### src/rtl/ysyx_24100005_pkg.sv
// Shared types and constants for the ysyx_24100005 instruction-fetch unit.
//   ifu_state_e      : fetch sequencer states
//   RESET_PC_DEFAULT : PC loaded on reset unless overridden by the IFU parameter
//   INST_NOP         : canonical no-op encoding (addi x0, x0, 0)
package ysyx_24100005_pkg;

  typedef enum logic [1:0] {
    IDLE = 2'd0,
    REQ  = 2'd1,
    WAIT = 2'd2,
    HOLD = 2'd3
  } ifu_state_e;

  localparam logic [31:0] RESET_PC_DEFAULT = 32'h8000_0000;
  localparam logic [31:0] INST_NOP         = 32'h0000_0013;

endpackage

### src/rtl/ysyx_24100005_pc_gen.sv
// Next-PC select for the fetch unit (purely combinational).
//   pc             : current architectural PC
//   redirect_valid : take redirect_pc (highest priority)
//   redirect_pc    : redirect target; low two bits are forced to zero
//   advance        : decode consumed the held instruction, step to pc + 4
//   pc_next        : selected next PC (hold when neither condition applies)
module ysyx_24100005_pc_gen
  import ysyx_24100005_pkg::*;
(
  input  logic [31:0] pc,
  input  logic        redirect_valid,
  input  logic [31:0] redirect_pc,
  input  logic        advance,
  output logic [31:0] pc_next
);

  always_comb begin
    pc_next = pc;
    if (redirect_valid) begin
      pc_next = redirect_pc & 32'hFFFF_FFFC;
    end else if (advance) begin
      // 32-bit add wraps naturally: FFFF_FFFC + 4 = 0
      pc_next = pc + 32'd4;
    end
  end

endmodule

### src/rtl/ysyx_24100005_ifu.sv
// Instruction-fetch controller: owns the PC, issues one memory read per
// instruction, holds the fetched word for decode, and follows redirects.
//   clk, rst                        : clock, asynchronous active-low reset
//   imem_req_valid/ready/addr       : fetch request channel (addr = pc)
//   imem_rsp_valid/data/err         : fetch response, one per accepted request
//   inst_valid/ready, inst, inst_pc : instruction channel to decode
//   redirect_valid/pc               : control-flow redirect, any state
//   halt                            : level, stop issuing new fetches
//   fetch_fault                     : sticky access fault, cleared by redirect
//   dbg_state                       : current sequencer state (ifu_state_e)
// Handshake rule for both channels: a transfer happens on a rising clock edge
// where valid and ready are both high; valid never depends combinationally on
// ready and, once high, holds its payload until the transfer (a redirect may
// change the request address, and a redirect withdraws a held instruction).
module ysyx_24100005_ifu
  import ysyx_24100005_pkg::*;
#(
  parameter logic [31:0] RESET_PC = RESET_PC_DEFAULT
) (
  input  logic        clk,
  input  logic        rst,
  output logic        imem_req_valid,
  input  logic        imem_req_ready,
  output logic [31:0] imem_req_addr,
  input  logic        imem_rsp_valid,
  input  logic [31:0] imem_rsp_data,
  input  logic        imem_rsp_err,
  output logic        inst_valid,
  input  logic        inst_ready,
  output logic [31:0] inst,
  output logic [31:0] inst_pc,
  input  logic        redirect_valid,
  input  logic [31:0] redirect_pc,
  input  logic        halt,
  output logic        fetch_fault,
  output logic [1:0]  dbg_state
);

  ifu_state_e  state_q, state_d;
  logic [31:0] pc_q, pc_d;
  logic [31:0] inst_q, inst_d;
  logic [31:0] inst_pc_q, inst_pc_d;
  logic        drop_q, drop_d;
  logic        fault_q, fault_d;
  logic        req_fire;
  logic        inst_fire;
  logic        rsp_stale;

  assign req_fire  = (state_q == REQ) & imem_req_ready;
  assign inst_fire = (state_q == HOLD) & inst_ready;
  // A redirect arriving together with the response makes that response stale
  // just like an earlier one would.
  assign rsp_stale = drop_q | redirect_valid;

  ysyx_24100005_pc_gen u_pc_gen (
    .pc             (pc_q),
    .redirect_valid (redirect_valid),
    .redirect_pc    (redirect_pc),
    .advance        (inst_fire),
    .pc_next        (pc_d)
  );

  always_comb begin
    state_d   = state_q;
    drop_d    = drop_q;
    inst_d    = inst_q;
    inst_pc_d = inst_pc_q;
    fault_d   = redirect_valid ? 1'b0 : fault_q;
    case (state_q)
      REQ: begin
        if (req_fire) begin
          state_d = WAIT;
          drop_d  = redirect_valid;
        end else if (halt) begin
          state_d = IDLE;
        end
      end
      WAIT: begin
        if (imem_rsp_valid) begin
          drop_d = 1'b0;
          if (rsp_stale) begin
            state_d = halt ? IDLE : REQ;
          end else if (imem_rsp_err) begin
            state_d = IDLE;
            fault_d = 1'b1;
          end else begin
            state_d   = HOLD;
            inst_d    = imem_rsp_data;
            inst_pc_d = pc_q;
          end
        end else if (redirect_valid) begin
          drop_d = 1'b1;
        end
      end
      HOLD: begin
        // A redirect discards the held word whether or not decode took it.
        if (redirect_valid || inst_ready) begin
          state_d = halt ? IDLE : REQ;
        end
      end
      IDLE: begin
        // A pending fault pins the unit here until a redirect arrives.
        if (!halt && (redirect_valid || !fault_q)) begin
          state_d = REQ;
        end
      end
      default: state_d = REQ;
    endcase
  end

  always_ff @(posedge clk or negedge rst) begin
    if (!rst) begin
      state_q   <= REQ;
      pc_q      <= RESET_PC;
      inst_q    <= 32'd0;
      inst_pc_q <= 32'd0;
      drop_q    <= 1'b0;
      fault_q   <= 1'b0;
    end else begin
      state_q   <= state_d;
      pc_q      <= pc_d;
      inst_q    <= inst_d;
      inst_pc_q <= inst_pc_d;
      drop_q    <= drop_d;
      fault_q   <= fault_d;
    end
  end

  assign imem_req_valid = (state_q == REQ);
  assign imem_req_addr  = pc_q;
  assign inst_valid     = (state_q == HOLD);
  assign inst           = inst_q;
  assign inst_pc        = inst_pc_q;
  assign fetch_fault    = fault_q;
  assign dbg_state      = state_q;

endmodule
### config.mk
export PLATFORM = sky130hd
export DESIGN_NAME = ysyx_24100005_ifu
export DESIGN_NICKNAME = d
export VERILOG_FILES = /design/src/rtl/ysyx_24100005_pkg.sv /design/src/rtl/ysyx_24100005_pc_gen.sv /design/src/rtl/ysyx_24100005_ifu.sv
export SDC_FILE = /design/constraint.sdc
export NUM_CORES = 1
export LEC_CHECK = 0
export CAP_MARGIN = 40
export CORE_MARGIN = 2
export CORE_UTILIZATION = 39
export CTS_BUF_LIST = sky130_fd_sc_hd__clkbuf_16
export CTS_CLUSTER_SIZE = 8
export DETAILED_ROUTE_END_ITERATION = 7
export GPL_ROUTABILITY_DRIVEN = 0
export PLACE_DENSITY = 0.73
export SETUP_SLACK_MARGIN = 0.05
export SLEW_MARGIN = 15
export SYNTH_ARGS = -nofsm -noshare
export SYNTH_HDL_FRONTEND = slang
export SYNTH_SLANG_ARGS = --single-unit
export TNS_END_PERCENT = 20
### constraint.sdc
create_clock -name clk -period 3.5 [get_ports clk]
set_clock_uncertainty 0.15 [all_clocks]
set_input_delay 0.875 -clock clk [delete_from_list [all_inputs] [get_ports clk]]
set_output_delay 0.875 -clock clk [all_outputs]
set_load 0.005 [all_outputs]
======== Word-level counts from Yosys, hierarchy flattened ========
Index checks and enable logic that the tools add are counted.
storage, ports and cells
  register bits after elaboration ......... 100
  input bits .............................. 72
  output and inout bits ................... 101
  word-level logic and storage cells ...... 52
cells by class
  $add $sub $neg .......................... 1
  equality and inequality tests ........... 9
  multiplexer cells ....................... 20
  bitwise gates (word level) .............. 5
  reduce and logical (&&, ||, !) cells .... 11
operators by type and width
  cell                                                    count
  two-way mux 32 bit                                      2
  adder 32 x 3 -> 32 bit (second input constant)          1
  two-way mux 2 bit                                       7
  two-way mux 1 bit                                       9
  one-hot mux 2 bit (4 select lines)                      1
  AND reduction 4 bit                                     2
  == test 2 bit (second input constant)                   2
  inequality test 2 x 1 -> 1 bit (second input constant)  2
  inequality test 2 bit (second input constant)           2
  nonzero test 2 bit                                      2
  inequality test 3 x 1 -> 1 bit (second input constant)  1
  inequality test 3 bit (second input constant)           1
  AND reduction 3 bit                                     1
  bitwise AND 1 bit                                       2
  == test 2 x 1 -> 1 bit (second input constant)          1
  zero test 1 bit                                         2
  zero test 2 bit                                         1
  logical OR 1 bit                                        2
  inverter 1 bit                                          2
  one-hot mux 1 bit (2 select lines)                      1
  logical AND 1 bit                                       1
  bitwise OR 1 bit                                        1

======== Longest topological paths before layout ========
Gate-level depths: netlist (run 1).
  word-level depth ........................ 5
  mapped depth ............................ 7
  mapped depth without buffers ............ 6

======== Modules after synthesis ========
Synthesis (run 1) repeated with hierarchy kept, for this count alone.
second synthesis, totals
  cell total of the unflattened synthesis .. 383
  area total of the unflattened synthesis .. 4829.6 um2
by module, submodules not included
  module                instances  cells each  area an instance (um2)  seq. area each (um2)
  ysyx_24100005_ifu     1          206         3781.1                  2504.9
  ysyx_24100005_pc_gen  1          177         1048.5                  0.0

======== Worst setup path after synthesis (run 1) ========
Ideal clock, no wire load.
  path type ............................... input-to-reg
  start ................................... input port redirect_valid
  end ..................................... register inst_q[0], in the netlist inst[0]
  setup time .............................. 125 ps
  data arrival time ....................... 2048 ps
  data required time ...................... 3225 ps
  path slack .............................. 1177 ps
  cell stages on the path ................. 5
  path buffers ............................ 2
  path through ............................ nor3_1 > nor2b_1 > clkbuf_1 > buf_2 > mux2_2
between the ends
  word-level cells in the longest chain between the ends .. 3
RTL lines
  item                           RTL line                  RTL
  start, declared                ysyx_24100005_ifu.sv:32   input logic redirect_valid,
  bitwise OR 1 bit               ysyx_24100005_ifu.sv:53   assign rsp_stale = drop_q | redirect_valid;
  inverter 1 bit (no line)       n/a
  AND reduction 4 bit (no line)  n/a
  end signal, assigned           ysyx_24100005_ifu.sv:122  inst_q <= inst_d;
  end, declared                  ysyx_24100005_ifu.sv:41   logic [31:0] inst_q, inst_d;
Every way passes these cells.
A chain may end at the register's enable or synchronous reset.

======== Worst setup path after layout (run 1) ========
  start ................................... register state_q[0], in the netlist dbg_state[0]
  end ..................................... output port inst_valid
between the ends
  word-level cells in the longest chain between the ends .. 1
RTL lines
  item                    RTL line                  RTL
  start, declared         ysyx_24100005_ifu.sv:39   ifu_state_e state_q, state_d;
  start signal, assigned  ysyx_24100005_ifu.sv:120  state_q <= state_d;
  == test 2 bit           ysyx_24100005_ifu.sv:131  assign inst_valid = (state_q == HOLD);
  end, declared           ysyx_24100005_ifu.sv:28   output logic inst_valid,
Every way passes these cells.

==> results of run 1 <==
==> Yosys cell counts, drive strengths merged (4+ instances only) <==
| library cell | number | area [sq um] |
|---|---|---|
| nand3 | 15 | 75.07 |
| and4 | 7 | 63.81 |
| dfrtp | 94 | 2352 |
| mux2 | 64 | 720.7 |
| clkbuf | 7 | 33.78 |
| nand4 | 12 | 87.58 |
| xor2 | 8 | 70.07 |
| a31oi | 12 | 75.07 |
| o21ai | 21 | 105.1 |
| o31ai | 9 | 67.56 |
| nand2 | 31 | 116.4 |
| nor2 | 13 | 48.80 |
| or4 | 12 | 90.09 |
| and3 | 4 | 30.03 |
| buf | 15 | 110.1 |
| ha | 6 | 75.07 |
| inv | 8 | 30.03 |
| or3 | 7 | 43.79 |
==> area by class of cell <==
class	count	area, sq um
clock buffers	9	225.2
clock inverters	7	88.84
fillers	986	4775
inverters	8	30.03
multi-input cells	251	1902
flip-flops and latches	96	2405
well taps	143	178.9
repair buffers	172	1717
==> flip-flops by register name (all words and copies together) (netlist names) <==
signal	cells
fetch_fault	1
inst_pc	30
dbg_state	2
drop_q	1
imem_req_addr	30
inst	32
==> metal layers <==
layer	vias to the layer above	global-route usage, %	wire length (microns)
li1	1694	-	-
met1	1755	24.89	4926
met2	130	29.73	5385
met3	14	4.046	661
met4	0	5.679	167
met5	-	0	0
==> worst register-to-register path, delay by kind of cell, from the launching register on <==
family,cells,cell delay [ns]
DFF,1,0.59
and+or+nand+nor,3,1.24
AOI/OAI and AO/OA,1,0.17
adders and majority gates,1,0.29
==> final timing paths <==
path	from	slack [ns]	to	cells past startpoint
worst max-delay path	dbg_state[0]	0.71	inst_valid	2
worst min-delay path	inst_pc[12]	0.35	inst_pc[12]	1
worst max register to register	dbg_state[0]	0.97	imem_req_addr[23]	5
worst min register to register	inst_pc[12]	0.35	inst_pc[12]	1
max in group asynchronous	rst	1.95	imem_req_addr[7]	2
min in group asynchronous	rst	0.44	inst_pc[26]	1
==> kinds of logic (layout without fill, tap and decap cells) <==
group	Yosys count	in the layout	synth area share (%)
adders and majority gates	6	6	1.679
AOI/OAI and AO/OA	54	54	7.528
and+or+nand+nor	111	111	14.33
DFF	96	96	53.79
other	1	4	0.08388
muxes	65	65	16.34
buffers and inverters	31	196	4.086
xor gates and xnor gates	11	11	2.155
==> metrics by stage <==
| step | instances | util [%] | power, mW | worst slack [ns] | cell area, sq um |
|---|---|---|---|---|---|
| floorplan | 378 | - | 2.116 | 1.177 | 4482 |
| global placement | 670 | 55.05 | 2.948 | 0.5248 | 6232 |
| detailed placement | 670 | 55.05 | 3.000 | 0.4612 | 6232 |
| CTS | 686 | 57.82 | 4.047 | 0.6885 | 6546 |
| global route | 686 | 57.82 | 4.230 | 0.6285 | 6546 |
| finish | 686 | 57.82 | 3.993 | 0.7050 | 6546 |
==> power by group <==
group	total, mW	switching [mW]	internal, mW
clock	1.03	0.406	0.621
sequential	1.66	0.219	1.44
combinational	1.31	0.398	0.907
==> summary.md, run 1 <==
| Metric | Value |
|---|---|
| Peak fanout along the critical path | 7 |
| EDFF count, synth | 0 |
| Root Buffer | clkbuf_16 |
| CP Capture Type | primary output |
| Worst Setup Start Kind | flip-flop |
| # diodes | 0 |
| Post-CTS Hold Fix Bufs | 0 |
| TritonRoute pass-1 iters | 4 |
| Sink Count | between 90 and 100 |
| Clk slew on worst S/H paths | ~0.06 ns |
| FP Rows | 39 |
| Status | completed |
| Layout Area Growth over Synthesis | 46.43% |
| Critical-path cell list | ha_1 -> clkdlybuf4s50_1 |
| # H-tree levels | 3 |
| Crit path kind | reg2out |
| RSZ-0062 raised after global routing | false |
| Worst Max-Slew Pin Slew | 0.7473 ns |
| Synthesized area per cell | 11.92 sq um |
| Post-route antenna net violation count | 0 |
| Clk buf depth | 2 |
| Min cycle time layout | 2.795 ns |
| Total negative setup slack | 0 ns |
| Fin nets | roughly 620 |
| TritonCTS Buffers | 9 |
| Fin. Hold Viols | 0 |
| Post-DP HPWL | 8048 microns |
| Vias in the first global route | 3582 |
| Seq cells post-synth | 96 |
| Post-synth ARST share | 100.0% |
| GR Util All Layers | 18.38% |
| WP data arrival | 1.77 ns |
| # IOs | 173 |
| # port buffers | around 170 |
| Drt drc | 0 |
| First-pass GRT wire length | approximately 18000 microns |
| Initial Util | 39.49% |
| Synth warnings | 0 |
| Worst Hold Class | reg2reg |
| Static power due to leakage | 2.803 nW |
| DR WL/cell | 16.24 microns |
| Buf+Inv Stages, Crit Path | 1 |
| Critical Path Max Stage Delay | 0.59 ns |
| Ratio of cells with drive above 1 in the final layout | 17.68% |
| Tcrit/Tclk final | 79.86% |
| Main synth FF type | dfrtp_1 |
| Most frequent cells in the layout | clkdlybuf4s50_1 (165), dfrtp_1 (94), mux2_2 (64) |
| Synth cell types | 43 |
| Final Max Tran Viols | 0 |
| Hold Slack | about 0.35 ns |
| Post-synthesis sequential area ratio | 53.79% |
| Core area | 0.01132 sq mm |
| Global route overflow | 0 |
| Initial antenna violation count | 0 |
| Die width | 111.1 microns |
| Vias | 3593 |
| Peak supply drop | between 200 and 300 uV |
| DR iter-0 viols | 190 |
| Die footprint | approximately 0.012 sq mm |
| Slew headroom | 50.18% |
| Synthesized area | 0.004471 sq mm |
| Post-cts resize count | 0 |
| Cells after Synth | 375 |
| Worst path top cell family by delay | flip-flops |
| CTS tree | built |
| CP Data Required Time | 2.47 ns |
| Final Routed Wirelength | between 10000 and 15000 microns |
| Largest net degree at the start of global routing | 61 |
| Pwr/cell area | 609.9 mW/mm^2 |
| Setup bufs post-CTS | 0 |
| Fmax | 357.8 MHz |
| Max Cap Violations | 0 |
| Via density | between 5 and 6 |
| Clk Latency, worst-skew pair | 0.33 ns |
| Final setup vio count | 0 |
| Die height | 111.1 microns |
| Slowest cell on crit path | dfstp_2 |
| Commonest non-fill, non-tap cell in the layout | clkdlybuf4s50_1 |
Note: power is estimated with default switching activity, not from simulation.
==> run 2: changes to the inputs <==
Clock period 3.5 ns to 2.9 ns, I/O delays scaled along.
==> run 2 against run 1 <==
Effect of this change: global-route usage rose by 0.080 points; critical path depth stayed put; worst hold slack worse by 0.13 ns; combinational power grew 21%; first-iteration DRC count is 10% higher; sequential power increased by 20%; cell count grew 0.15%.
==> summary.md, run 2 (synthesized netlist as in run 1, its figures left out) <==
| Metric | Value |
|---|---|
| Status | completed |
| DR WL/cell | ~16 microns |
| Worst Hold Class | in2async |
| Worst Setup Start Kind | flip-flop |
| Post-route antenna net violation count | 0 |
| Critical Path Max Stage Delay | 0.58 ns |
| Layout Area Growth over Synthesis | 46.32% |
| Sw frac | 26.33% |
| Crit path kind | reg2out |
| Placed cell area | 0.006252 sq mm |
| WP data arrival | around 1.8 ns |
| Total negative setup slack | 0 ns |
| Internal power | 3.499 mW |
| Die width | 111.1 microns |
| CP Data Required Time | 2.03 ns |
| Vias in the first global route | about 3700 |
| Clk Latency, worst-skew pair | 0.34 ns |
| Largest net degree at the start of global routing | 57 |
| Comb pwr share | 33.2% |
| Root Buffer | clkbuf_16 |
| Max Cap Violations | 0 |
| Fin nets | between 600 and 700 |
| Slowest cell on crit path | dfstp_2 |
| # port buffers | 166 |
| Tcrit/Tclk final | 91.21% |
| Core area | 0.01132 sq mm |
| Critical-path cell list | ha_1 -> clkdlybuf4s50_1 |
| Most frequent cells in the layout | clkdlybuf4s50_1 (165), dfrtp_1 (94), mux2_2 (64) |
| Design area | 0.006541 sq mm |
| Switching Power | 1.250 mW |
| Fmax | 378.0 MHz |
| GR Util All Layers | ~18% |
| Pwr/cell area | 726.0 mW/mm^2 |
| Peak supply drop | 448.1 uV |
| Die footprint | 0.01234 sq mm |
| FP Rows | 39 |
| TritonCTS Buffers | 9 |
| First-pass GRT wire length | 18430 microns |
| Via density | 5.259 |
| Final Max Tran Viols | 0 |
| CTS tree | built |
| Hold Slack | 0.2188 ns |
| # IOs | roughly 170 |
| # H-tree levels | 3 |
| Clk slew on worst S/H paths | 0.07 ns |
| Layout Utilization | 57.78% |
| Clk buf depth | 2 |
| # diodes | 0 |
| Final setup vio count | 0 |
| Post-cts resize count | 0 |
| TritonRoute pass-1 iters | 5 |
| Static power due to leakage | 2.804 nW |
| CP Capture Type | primary output |
| Worst Max-Slew Pin Slew | 0.5487 ns |
| Sequential power share | 42.2% |
| Commonest non-fill, non-tap cell in the layout | clkdlybuf4s50_1 |
| Initial antenna violation count | 0 |
| Ratio of cells with drive above 1 in the final layout | 17.83% |
| Global route overflow | 0 |
| Post-CTS Hold Fix Bufs | 0 |
| Final Routed Wirelength | 11300 microns |
| RSZ-0062 raised after global routing | false |
| Fillcell total | between 900 and 1000 |
| DR iter-0 viols | 209 |
| Min cycle time layout | 2.645 ns |
| Sink Count | 96 |
| Post-DP HPWL | 7979 microns |
| Peak fanout along the critical path | 7 |
| Vias | 3613 |
| Max FFs per register | 32 |
| Fin. Hold Viols | 0 |
| Clock Power Share | ~25% |
| Initial Util | 39.49% |
| Slew headroom | 63.42% |
| Drt drc | 0 |
| Setup bufs post-CTS | 0 |
| Die height | 111.1 microns |
[run 2: metal layers]
layer  global-route usage (%)  part of all wire [%]  vias to the layer above
met5                        0                     0                        -
met4                    6.337                   1.8                        0
met3                    4.101                   6.8                       17
met2                    31.41                    48                      146
met1                    23.35                    43                     1752
li1                         -                     -                     1698
[run 2: power groups by stage]
stage | Combinational, mW | Sequential (mW) | Clock [mW]
final | 1.58 | 2.00 | 1.17
after global routing | 1.70 | 2.07 | 1.25
after CTS | 1.60 | 2.01 | 1.20
after detailed placement | 1.59 | 2.03 | 0
after global placement | 1.56 | 2.00 | 0
after floorplan | 0.528 | 2.03 | 0
[run 2: layout make-up]
class / count / area (sq um) / share of cell area (%)
Sequential cell: 96 / 2405 / 36.76
Multi-Input combinational cell: 251 / 1902 / 29.07
Timing Repair Buffer: 173 / 1737 / 26.55
Clock buffer: 9 / 225.2 / 3.443
Tap cell: 143 / 178.9 / 2.735
Clock inverter: 7 / 63.81 / 0.9755
Inverter: 8 / 30.03 / 0.4591
[run 2: final timing paths]
path | slack, ns | depth (start not counted) | endpoint | startpoint
setup / recovery | 0.25 | 2 | inst_valid | dbg_state[0]
hold / removal | 0.22 | 1 | inst_pc[26] | rst
setup reg to reg | 0.50 | 5 | imem_req_addr[23] | dbg_state[0]
hold reg to reg | 0.35 | 1 | inst[14] | inst[14]
max in group asynchronous | 1.68 | 2 | imem_req_addr[31] | rst
min in group clk | 0.35 | 1 | inst[14] | inst[14]
[run 2: critical path: cells and delay by family (launching register included)]
| family | cells | cell delay (ns) |
|---|---|---|
| adders and majority gates | 1 | 0.30 |
| buffers and inverters | 1 | 0.55 |
| DFF | 1 | 0.58 |
[run 2: per-stage QoR]
stage | power (mW) | setup WS, ns | cells
2_1_floorplan | 2.554 | 0.7007 | 378
3_3_place_gp | 3.559 | 0.1417 | 671
3_5_place_dp | 3.623 | 0.09512 | 671
4_1_cts | 4.816 | 0.2423 | 687
5_1_grt | 5.009 | 0.1662 | 687
6_report | 4.749 | 0.2548 | 687
==> run 3: changes to the inputs <==
Clock period 2.9 ns to 3.4 ns, I/O delays scaled along.
==> run 3 against run 2 <==
Effect of this change: wire length down 0.73%; critical path type unchanged; clock-buffer cell count unchanged; first-iteration DRC count is 3.3% higher; sequential share of layout area grew 0.26 points; global-route usage hardly changed; via count shrank 0.66%; sequential power fell by 15%; largest cell class unchanged.
==> summary.md, run 3 (synthesized netlist as in run 1, its figures left out) <==
| Metric | Value |
|---|---|
| # diodes | 0 |
| Setup WS pre-CTS | 0.3690 ns |
| Hold Path Sink | inst_pc[12] |
| Static power due to leakage | 2.780 nW |
| Fin worst setup slack | 0.6272 ns |
| Commonest non-fill, non-tap cell in the layout | clkdlybuf4s50_1 |
| Drt drc | 0 |
| Final setup vio count | 0 |
| Buf+Inv Stages, Crit Path | 1 |
| Hold depth | 1 |
| TritonCTS Buffers | 9 |
| Die width | 111.1 microns |
| Setup bufs post-CTS | 0 |
| Worst R2R Start | dbg_state[0] |
| Worst Max-Slew Pin Slew | approximately 0.72 ns |
| Min cycle time layout | between 2 and 3 ns |
| Initial Util | 39.49% |
| Fin nets | 616 |
| Setup slack, reg-to-reg | 0.86 ns |
| Reg2reg path depth | 5 |
| Worst Setup Start Kind | flip-flop |
| Peak supply drop | 317.0 uV |
| FP Rows | 39 |
| Vias in the first global route | 3600 |
| Slew headroom | 51.73% |
| CP Data Required Time | 2.40 ns |
| Post-DP HPWL | 8052 microns |
| Pwr/cell area | about 610 mW/mm^2 |
| Die height | 111.1 microns |
| Critical-path cell list | ha_1 -> clkdlybuf4s50_1 |
| GR Util All Layers | between 10% and 20% |
| Global route overflow | 0 |
| Tcrit/Tclk final | 81.55% |
| Via density | roughly 5.2 |
| Initial antenna violation count | 0 |
| Total negative setup slack | 0 ns |
| Clk buf depth | 2 |
| Reg-to-reg endpoint | imem_req_addr[28] |
| Fmax | ~360 MHz |
| DR iter-0 viols | 216 |
| Status | completed |
| RSZ-0062 raised after global routing | false |
| Vias | 3589 |
| Crit path kind | reg2out |
| Clk Latency, worst-skew pair | between 0.3 and 0.4 ns |
| # IOs | about 170 |
| Root Buffer | clkbuf_16 |
| WP data arrival | 1.77 ns |
| Final Routed Wirelength | around 11000 microns |
| CP Capture Type | primary output |
| Peak fanout along the critical path | 7 |
| Fin cells | 685 |
| # H-tree levels | 3 |
| CTS tree | built |
| # port buffers | 166 |
| Ratio of cells with drive above 1 in the final layout | 17.90% |
| Max FFs per register | 32 |
| Post-CTS Hold Fix Bufs | 0 |
| Post-cts resize count | 0 |
| TritonRoute pass-1 iters | 4 |
| Min-delay src | inst_pc[12] |
| Sink Count | 96 |
| Layout Area Growth over Synthesis | 45.28% |
| Clk slew on worst S/H paths | roughly 0.060 ns |
| Post-route antenna net violation count | 0 |
| Largest net degree at the start of global routing | 57 |
| Max Cap Violations | 0 |
| Most frequent cells in the layout | clkdlybuf4s50_1 (165), dfrtp_1 (94), mux2_2 (64) |
| Fin. Hold Viols | 0 |
| Cells after DPL | 670 |
| Worst path top cell family by delay | flip-flops |
| First-pass GRT wire length | 18360 microns |
| Hold Slack | 0.3542 ns |
| Slowest cell on crit path | dfstp_2 |
| DR WL/cell | 16.37 microns |
| Fillcell total | approximately 970 |
| Die footprint | ~0.012 sq mm |
| Worst Hold Class | reg2reg |
| Final Max Tran Viols | 0 |
| Core area | 0.01132 sq mm |
| Critical Path Max Stage Delay | 0.58 ns |
## run 3: worst max-delay path by stage
stage / startpoint / end / slack, ns / cells past startpoint
after floorplan: redirect_valid / inst[0] / 1.10 / 5
after global placement: inst_ready / imem_req_addr[23] / 0.45 / 5
after detailed placement: inst_ready / imem_req_addr[20] / 0.37 / 5
after CTS: dbg_state[0] / inst_valid / 0.62 / 2
after global routing: dbg_state[0] / inst_valid / 0.54 / 2
final: dbg_state[0] / inst_valid / 0.63 / 2
## run 3: routing by layer
metal  wire [microns]  part of all wire, %  up-vias  track usage (%)
met5                0                    0        -                0
met4              137                  1.2        0            4.774
met3              756                  6.7       10            5.085
met2             5426                   48      133            30.35
met1             4893                   44     1751            24.24
li1                 -                    -     1695                -
## run 3: through the flow
stage	cell area (sq um)	total power, mW	util [%]
floorplan	4482	2.179	-
global placement	6232	3.036	55.05
detailed placement	6232	3.090	55.05
CTS	6495	4.023	57.37
global route	6495	4.201	57.37
finish	6495	3.962	57.37
## run 3: layout make-up
| cell class | count | area (sq um) | area share [%] |
|---|---|---|---|
| inverter | 8 | 30.03 | 0.4623 |
| timing repair buffer | 172 | 1717 | 26.43 |
| clock inverter | 6 | 37.54 | 0.5779 |
| multi-input combinational | 251 | 1902 | 29.28 |
| clock buffer | 9 | 225.2 | 3.468 |
| sequential | 96 | 2405 | 37.03 |
| tap | 143 | 178.9 | 2.755 |
## run 3: power by group
part	switching, mW	leakage, nW	internal [mW]	total (mW)
combinational	0.410	1.40	0.933	1.34
sequential	0.223	1.25	1.48	1.71
clock	0.423	0.135	0.489	0.912
total	1.06	2.78	2.91	3.96
